$ cat src/rtl/hazard_stall_unit_pkg.sv
// Shared pipeline-interlock types: FSM state, register-zero sentinel, NOP encoding
// and the register-hit helper used by the hazard compares.
package hazard_stall_unit_pkg;

  typedef enum logic {RUN = 1'b0, MISS_WAIT = 1'b1} state_e;

  localparam logic [4:0]  REG_ZERO = 5'd0;
  localparam logic [31:0] NOP      = 32'h0000_0000;

  // $0 is hardwired, so a write to it never creates a dependency.
  function automatic logic reg_hit(input logic [4:0] dst, input logic [4:0] rs,
                                   input logic [4:0] rt, input logic uses_rt);
    return (dst != REG_ZERO) && ((dst == rs) || (uses_rt && (dst == rt)));
  endfunction

endpackage

$ cat src/rtl/hazard_stall_unit_if.sv
// Pipeline <-> interlock bundle: ID/EX/MEM operand info and cache-miss levels in,
// stage enables, flushes and perf counters out.
interface hazard_stall_unit_if #(parameter int CNT_W = 32);
  logic [4:0]       ID_Rs, ID_Rt;
  logic             ID_UsesRt, ID_Branch;
  logic             EX_MemRead, EX_RegWrite;
  logic [4:0]       EX_WR_out;
  logic             M_MemRead;
  logic [4:0]       M_WR_out;
  logic             BranchTaken, IC_stall, DC_stall;
  logic             PCWrite, IF_ID_Write, IF_ID_Flush, ID_EX_Flush;
  logic             EX_M_Write, M_WB_Write, miss_timeout;
  logic [CNT_W-1:0] stall_cnt, bubble_cnt, flush_cnt;

  modport master (
    output ID_Rs, ID_Rt, ID_UsesRt, ID_Branch, EX_MemRead, EX_RegWrite, EX_WR_out,
           M_MemRead, M_WR_out, BranchTaken, IC_stall, DC_stall,
    input  PCWrite, IF_ID_Write, IF_ID_Flush, ID_EX_Flush, EX_M_Write, M_WB_Write,
           miss_timeout, stall_cnt, bubble_cnt, flush_cnt
  );

  modport slave (
    input  ID_Rs, ID_Rt, ID_UsesRt, ID_Branch, EX_MemRead, EX_RegWrite, EX_WR_out,
           M_MemRead, M_WR_out, BranchTaken, IC_stall, DC_stall,
    output PCWrite, IF_ID_Write, IF_ID_Flush, ID_EX_Flush, EX_M_Write, M_WB_Write,
           miss_timeout, stall_cnt, bubble_cnt, flush_cnt
  );
endinterface

$ cat src/rtl/hazard_stall_unit_sat_counter.sv
// Saturating event counter: sticks at all-ones instead of wrapping.
module sat_counter #(parameter int CNT_W = 32) (
  input  logic             clk,
  input  logic             rst_n,
  input  logic             inc,
  output logic [CNT_W-1:0] cnt
);
  always_ff @(posedge clk or negedge rst_n)
    if (!rst_n)                cnt <= '0;
    else if (inc && cnt != '1) cnt <= cnt + CNT_W'(1);
endmodule

$ cat src/rtl/hazard_stall_unit.sv
// Producer-side interlock: freezes on L1 misses, bubbles on load-use / ID-branch
// operand hazards, flushes IF/ID on taken branches (deferred across a freeze).
module hazard_stall_unit
  import hazard_stall_unit_pkg::*;
#(
  parameter int CNT_W        = 32,
  parameter int MISS_TIMEOUT = 255
) (
  input logic                clk,
  input logic                rst_n,
  hazard_stall_unit_if.slave hs
);
  localparam int                WAIT_W   = $clog2(MISS_TIMEOUT + 1);
  localparam logic [WAIT_W-1:0] WAIT_MAX = WAIT_W'(MISS_TIMEOUT);

  state_e            state;
  logic              pend_flush, timeout_q;
  logic [WAIT_W-1:0] wait_cnt;
  logic              lu, br, hz, miss, flush_req;
  logic              stall_inc, bubble_inc, flush_inc;

  assign lu = hs.EX_MemRead && reg_hit(hs.EX_WR_out, hs.ID_Rs, hs.ID_Rt, hs.ID_UsesRt);
  assign br = hs.ID_Branch &&
              ((hs.EX_RegWrite && reg_hit(hs.EX_WR_out, hs.ID_Rs, hs.ID_Rt, hs.ID_UsesRt)) ||
               (hs.M_MemRead   && reg_hit(hs.M_WR_out,  hs.ID_Rs, hs.ID_Rt, hs.ID_UsesRt)));
  assign hz        = lu || br;
  assign miss      = hs.IC_stall || hs.DC_stall;
  assign flush_req = hs.BranchTaken || pend_flush;

  assign stall_inc  = (state == MISS_WAIT) && miss;
  assign bubble_inc = !miss && hz;
  assign flush_inc  = !miss && !hz && flush_req;

  // Priority miss > hazard > flush; the release cycle of a miss is plain RUN logic.
  always_comb begin
    hs.PCWrite     = 1'b1;
    hs.IF_ID_Write = 1'b1;
    hs.EX_M_Write  = 1'b1;
    hs.M_WB_Write  = 1'b1;
    hs.IF_ID_Flush = 1'b0;
    hs.ID_EX_Flush = 1'b0;
    if (rst_n) begin
      if (miss) begin
        hs.PCWrite     = 1'b0;
        hs.IF_ID_Write = 1'b0;
        hs.EX_M_Write  = 1'b0;
        hs.M_WB_Write  = 1'b0;
      end else if (hz) begin
        hs.PCWrite     = 1'b0;
        hs.IF_ID_Write = 1'b0;
        hs.ID_EX_Flush = 1'b1;
      end else if (flush_req) begin
        hs.IF_ID_Flush = 1'b1;
      end
    end
  end

  always_ff @(posedge clk or negedge rst_n)
    if (!rst_n) begin
      state      <= RUN;
      pend_flush <= 1'b0;
      wait_cnt   <= '0;
      timeout_q  <= 1'b0;
    end else begin
      if (flush_inc) pend_flush <= 1'b0;
      case (state)
        RUN:
          if (miss) begin
            state <= MISS_WAIT;
            // A branch resolved on the freeze edge must still redirect fetch later.
            if (hs.BranchTaken && !hz) pend_flush <= 1'b1;
          end
        MISS_WAIT:
          if (miss) begin
            if (wait_cnt != WAIT_MAX) wait_cnt  <= wait_cnt + WAIT_W'(1);
            if (wait_cnt == WAIT_MAX) timeout_q <= 1'b1;
          end else begin
            state    <= RUN;
            wait_cnt <= '0;
          end
      endcase
    end

  assign hs.miss_timeout = timeout_q;

  sat_counter #(.CNT_W(CNT_W)) u_stall_cnt (
    .clk(clk), .rst_n(rst_n), .inc(stall_inc), .cnt(hs.stall_cnt));
  sat_counter #(.CNT_W(CNT_W)) u_bubble_cnt (
    .clk(clk), .rst_n(rst_n), .inc(bubble_inc), .cnt(hs.bubble_cnt));
  sat_counter #(.CNT_W(CNT_W)) u_flush_cnt (
    .clk(clk), .rst_n(rst_n), .inc(flush_inc), .cnt(hs.flush_cnt));

endmodule

$ cat src/flat_wrapper.sv
// flat-port wrapper written by rule: the top's interface ports become plain ports
module hazard_stall_unit_flat import hazard_stall_unit_pkg::*;
#(
  parameter int CNT_W        = 32,
  parameter int MISS_TIMEOUT = 255
)
  (clk, rst_n, hs_ID_Rs, hs_ID_Rt, hs_ID_UsesRt, hs_ID_Branch, hs_EX_MemRead, hs_EX_RegWrite, hs_EX_WR_out, hs_M_MemRead, hs_M_WR_out, hs_BranchTaken, hs_IC_stall, hs_DC_stall, hs_PCWrite, hs_IF_ID_Write, hs_IF_ID_Flush, hs_ID_EX_Flush, hs_EX_M_Write, hs_M_WB_Write, hs_miss_timeout, hs_stall_cnt, hs_bubble_cnt, hs_flush_cnt);
  hazard_stall_unit_if #(.CNT_W(CNT_W)) hs_i ();
  input logic clk;
  input logic rst_n;
  input wire logic [$bits(hs_i.ID_Rs)-1:0] hs_ID_Rs;
  input wire logic [$bits(hs_i.ID_Rt)-1:0] hs_ID_Rt;
  input wire logic [$bits(hs_i.ID_UsesRt)-1:0] hs_ID_UsesRt;
  input wire logic [$bits(hs_i.ID_Branch)-1:0] hs_ID_Branch;
  input wire logic [$bits(hs_i.EX_MemRead)-1:0] hs_EX_MemRead;
  input wire logic [$bits(hs_i.EX_RegWrite)-1:0] hs_EX_RegWrite;
  input wire logic [$bits(hs_i.EX_WR_out)-1:0] hs_EX_WR_out;
  input wire logic [$bits(hs_i.M_MemRead)-1:0] hs_M_MemRead;
  input wire logic [$bits(hs_i.M_WR_out)-1:0] hs_M_WR_out;
  input wire logic [$bits(hs_i.BranchTaken)-1:0] hs_BranchTaken;
  input wire logic [$bits(hs_i.IC_stall)-1:0] hs_IC_stall;
  input wire logic [$bits(hs_i.DC_stall)-1:0] hs_DC_stall;
  output wire logic [$bits(hs_i.PCWrite)-1:0] hs_PCWrite;
  output wire logic [$bits(hs_i.IF_ID_Write)-1:0] hs_IF_ID_Write;
  output wire logic [$bits(hs_i.IF_ID_Flush)-1:0] hs_IF_ID_Flush;
  output wire logic [$bits(hs_i.ID_EX_Flush)-1:0] hs_ID_EX_Flush;
  output wire logic [$bits(hs_i.EX_M_Write)-1:0] hs_EX_M_Write;
  output wire logic [$bits(hs_i.M_WB_Write)-1:0] hs_M_WB_Write;
  output wire logic [$bits(hs_i.miss_timeout)-1:0] hs_miss_timeout;
  output wire logic [$bits(hs_i.stall_cnt)-1:0] hs_stall_cnt;
  output wire logic [$bits(hs_i.bubble_cnt)-1:0] hs_bubble_cnt;
  output wire logic [$bits(hs_i.flush_cnt)-1:0] hs_flush_cnt;
  assign hs_i.ID_Rs = hs_ID_Rs;
  assign hs_i.ID_Rt = hs_ID_Rt;
  assign hs_i.ID_UsesRt = hs_ID_UsesRt;
  assign hs_i.ID_Branch = hs_ID_Branch;
  assign hs_i.EX_MemRead = hs_EX_MemRead;
  assign hs_i.EX_RegWrite = hs_EX_RegWrite;
  assign hs_i.EX_WR_out = hs_EX_WR_out;
  assign hs_i.M_MemRead = hs_M_MemRead;
  assign hs_i.M_WR_out = hs_M_WR_out;
  assign hs_i.BranchTaken = hs_BranchTaken;
  assign hs_i.IC_stall = hs_IC_stall;
  assign hs_i.DC_stall = hs_DC_stall;
  assign hs_PCWrite = hs_i.PCWrite;
  assign hs_IF_ID_Write = hs_i.IF_ID_Write;
  assign hs_IF_ID_Flush = hs_i.IF_ID_Flush;
  assign hs_ID_EX_Flush = hs_i.ID_EX_Flush;
  assign hs_EX_M_Write = hs_i.EX_M_Write;
  assign hs_M_WB_Write = hs_i.M_WB_Write;
  assign hs_miss_timeout = hs_i.miss_timeout;
  assign hs_stall_cnt = hs_i.stall_cnt;
  assign hs_bubble_cnt = hs_i.bubble_cnt;
  assign hs_flush_cnt = hs_i.flush_cnt;
  hazard_stall_unit #(.CNT_W(CNT_W), .MISS_TIMEOUT(MISS_TIMEOUT)) u_core (.clk(clk), .rst_n(rst_n), .hs(hs_i));
endmodule
$ cat config.mk
export PLATFORM = sky130hd
export DESIGN_NAME = hazard_stall_unit_flat
export DESIGN_NICKNAME = d
export VERILOG_FILES = /design/src/rtl/hazard_stall_unit_pkg.sv /design/src/rtl/hazard_stall_unit_if.sv /design/src/rtl/hazard_stall_unit_sat_counter.sv /design/src/rtl/hazard_stall_unit.sv /design/src/flat_wrapper.sv
export SDC_FILE = /design/constraint.sdc
export NUM_CORES = 1
export LEC_CHECK = 0
export CORE_MARGIN = 8
export CORE_UTILIZATION = 48
export CTS_CLUSTER_SIZE = 25
export DETAILED_ROUTE_END_ITERATION = 16
export GPL_ROUTABILITY_DRIVEN = 0
export PLACE_DENSITY_LB_ADDON = 0.2
export SETUP_SLACK_MARGIN = 0.5
export SLEW_MARGIN = 5
export SYNTH_ARGS = -nofsm -noshare
export SYNTH_HDL_FRONTEND = slang
export SYNTH_HIERARCHICAL = 1
export SYNTH_SLANG_ARGS = --single-unit
$ cat constraint.sdc
create_clock -name clk -period 5.1 [get_ports clk]
set_clock_uncertainty 0.05 [all_clocks]
set_input_delay 0.765 -clock clk [delete_from_list [all_inputs] [get_ports clk]]
set_output_delay 0.765 -clock clk [all_outputs]
set_load 0.02 [all_outputs]
==> results summary <==
The maximum fanout count along the critical path is 4. The y dimension of the die came out at about 130 µm. The count of final hold-check violations came out at 0. Synthesis produced a netlist with a net count of 586. The number of iterations in the first detailed-routing pass is 5. The fraction of layout instances using a drive strength above 1 came out at 0.0766. The TritonCTS clock tree is yes. The global-route congestion overflow total came out at 0. The via count of the first global-routing pass came out at 4,899.

The clock-pin slew on the worst setup and hold paths came out at ~0.07 ns. The number of buffers added to fix hold violations after cts came out at 0. The total wire length after detailed routing came out at between 10 and 15 mm. Setup violations remaining at the end of the flow were counted as 0. The startpoint identified for the worst register-to-register timing path is u_core/u_bubble_cnt/cnt[23]. The number of gates resized after CTS was 0. The core utilization of the finished layout is 0.631.

Counting flops with an async set or reset pin after synthesis yields a share of 1.00. VDD sags by at most 161 µV. The synthesized netlist cell count came out at about 550.

Buffers placed on the I/O ports in this run total approximately 130. CTS built an H-tree with a depth of 3. The signal on the critical path passes through clkdlybuf4s50_1, or3_1, o311a_1, a221o_2, nor3b_2, clkdlybuf4s50_1. After detailed routing, the number of remaining DRC violations is 0. The arrival time of the worst setup path is around 3.2 ns. In this run the critical register-to-register path is captured at u_core/u_bubble_cnt/cnt[6].

The detail-routed via count per cell came out at 5.69. The insertion delay of the later-clocked pin in the worst-skew pair is roughly 0.35 ns. The sequential element share of the synthesized area came out at 0.467. Leaving out fill and tap cells, the most frequent cells in the layout are sky130_fd_sc_hd__clkdlybuf4s50_1, sky130_fd_sc_hd__dfrtp_1, sky130_fd_sc_hd__xnor2_1. The power density normalized to cell area came out at ~280 mW/mm². The transition time at the pin with the least slew margin came out at roughly 0.71 ns. The type of destination of the critical path is a primary output. The required time reported for the critical path endpoint came out at 4.28 ns. The clock sink total came out at between 100 and 150. The setup slack on the worst flop-to-flop path came out at ~2.7 ns.

The number of pins exceeding their max-slew limit in the final report is 0. The worst setup path is launched from an input pin. Summed over all failing endpoints, the final setup total negative slack is 0 ns. The number of buffers and inverters on the critical path came out at 2. The number of nets at the end of the flow is ~720. The routed wire length per instance came out at ~17 µm. After synthesis, the mean cell area works out to roughly 10 µm². The placement row count came out at 40. After layout, the minimum clock period comes to around 4 ns. The wire length of the first global-routing pass is 24.6 mm. The effective utilization at floorplan came out at 0.485. For this run, the leading register cell type out of synthesis is sky130_fd_sc_hd__dfrtp_1.

On the worst path, the slowest cell contributes a delay of around 0.62 ns. The core region is 0.0118 mm². The synthesis-stage register bit count is 107. The post-detailed-placement half-perimeter wirelength came out at ~11 mm. The initial antenna violation count came to 0. Among the stages of the critical path, the cell type that occurs most often is sky130_fd_sc_hd__clkdlybuf4s50_1. The static leakage is approximately 2.9 nW. The number of post-CTS setup repair buffers is 0. The total vias in the final route is about 4,800. The worst setup timing slack at the placement stage is 0.898 ns.

The number of antenna repair diodes came out at 0. The number of design-rule violations left by the first detailed-router iteration came out at about 360. Setup repair after global routing left no endpoint under its margin.

The maximum clock frequency is 252 MHz. The tree is rooted in a sky130_fd_sc_hd__clkbuf_16. approximately 130 I/O pins were placed. The number of max-cap violations is 0. By startpoint and endpoint, the worst setup path is classified as input pin to primary output. The detail route stage leaves a number of antenna-violating nets equal to 0. Entering global routing, the biggest net connects 58 pins. The flow ran to the end, and the final reports show no timing, DRC or antenna violations. Broken down by cell family, the worst path's largest delay share belongs to buffers and inverters.

The area of the mapped netlist is 0.00573 mm². Clock tree synthesis inserted a total of 9 buffers. The longest clock path from root to sink contains 2 buffers.

In this run, synthesis inferred 0 flip-flops with an integrated enable. After layout, the worst setup slack is approximately 1.1 ns. The area of the die came out at roughly 0.016 mm². The path class of the tightest hold or removal check is input pin to async pin. The count of yosys warnings during synthesis is 6. The remaining max-slew budget at the tightest pin is 0.530. The count of cell types in the netlist is 48.

The library cell used most frequently in the layout, excluding fill and tap cells, is sky130_fd_sc_hd__clkdlybuf4s50_1. The ratio of final minimum period to clock period came out at 0.777. The cell with the largest stage delay on the worst path is sky130_fd_sc_hd__clkdlybuf4s50_1. The depth of the most critical reg-to-reg path is 5.

In the global route stage, overall resource usage came out at 0.191. The horizontal extent of the die came out at approximately 130 µm. The area growth from synthesis to layout is 30.1%.
flip-flops by register name, summed over array words and instances, names as in the netlist:
register                 cells
u_core/hs.miss_timeout       1
u_core/pend_flush            1
u_core/state                 1
u_core/u_bubble_cnt/cnt     32
u_core/u_flush_cnt/cnt      32
u_core/u_stall_cnt/cnt      32
u_core/wait_cnt              8
worst max path at each step:
| stage | startpoint | end | cells past startpoint |
|---|---|---|---|
| floorplan | hs_M_WR_out[0] | u_core/u_flush_cnt/cnt[29] | 10 |
| global placement | hs_M_WR_out[0] | u_core/u_flush_cnt/cnt[29] | 10 |
| detailed placement | hs_M_WR_out[0] | u_core/u_flush_cnt/cnt[29] | 10 |
| CTS | hs_M_WR_out[0] | hs_IF_ID_Flush | 6 |
| global route | hs_M_WR_out[0] | u_core/u_flush_cnt/cnt[29] | 10 |
| finish | hs_M_WR_out[0] | hs_IF_ID_Flush | 6 |
metrics by stage:
step | hold slack (ns) | area [µm²] | power, mW | instances
floorplan | 0.415 | 5730 | 1.21 | 552
global placement | 0.427 | 7170 | 1.41 | 823
detailed placement | 0.437 | 7170 | 1.42 | 823
CTS | 0.425 | 7450 | 2.09 | 839
global route | 0.470 | 7450 | 2.17 | 839
finish | 0.406 | 7450 | 2.06 | 839
cells in the mapped netlist (4+ instances only):
cell                       number  area, µm²
sky130_fd_sc_hd__or4_4          6       67.6
sky130_fd_sc_hd__nor3_1        11       55.1
sky130_fd_sc_hd__nand4_1       50        313
sky130_fd_sc_hd__nor4_1        10       62.6
sky130_fd_sc_hd__xor2_1        19        166
sky130_fd_sc_hd__nor3_2         6       60.1
sky130_fd_sc_hd__a21oi_1        8       40.0
sky130_fd_sc_hd__and4_1        12        105
sky130_fd_sc_hd__o211ai_1       6       45.0
sky130_fd_sc_hd__xnor2_1       94        823
sky130_fd_sc_hd__inv_1          5       18.8
sky130_fd_sc_hd__and3_1         7       43.8
sky130_fd_sc_hd__nand2_1       61        229
sky130_fd_sc_hd__ha_1           4       50.1
sky130_fd_sc_hd__nand3_1       48        240
sky130_fd_sc_hd__nor2_1        38        143
sky130_fd_sc_hd__dfrtp_1      107       2680
report_power, final:
group / internal (mW) / switching [mW] / total [mW]
Sequential: 0.911 / 0.0872 / 0.998
Combinational: 0.191 / 0.212 / 0.404
Clock: 0.333 / 0.325 / 0.658
Total: 1.44 / 0.624 / 2.06
cell families (layout without fill, tap and decap cells):
group,count (synthesis),after routing,share of synthesized area
AOI/OAI and AO/OA,32,32,0.0467
xor gates and xnor gates,113,113,0.173
buffers and inverters,14,154,0.0144
DFF,107,107,0.467
muxes,6,6,0.0118
and+or+nand+nor,276,276,0.278
adders and majority gates,4,4,0.00874
metal layers:
metal / part of all wire / GRT usage / wire (µm) / vias up
met5: 0 / 0 / 0 / -
met1: 0.43 / 0.230 / 6360 / 2338
li1: - / - / - / 2267
met2: 0.49 / 0.319 / 7150 / 153
met4: 0.013 / 0.0630 / 195 / 0
met3: 0.066 / 0.0591 / 968 / 19
layout make-up:
cell class / instances / area, µm²
clock buffer: 9 / 225
clock inverter: 7 / 52.6
fill: 952 / 4360
inverter: 5 / 18.8
multi-input combinational: 431 / 2970
sequential: 107 / 2680
tap: 147 / 184
timing repair buffer: 133 / 1330
(Power assumes the default switching activity.)
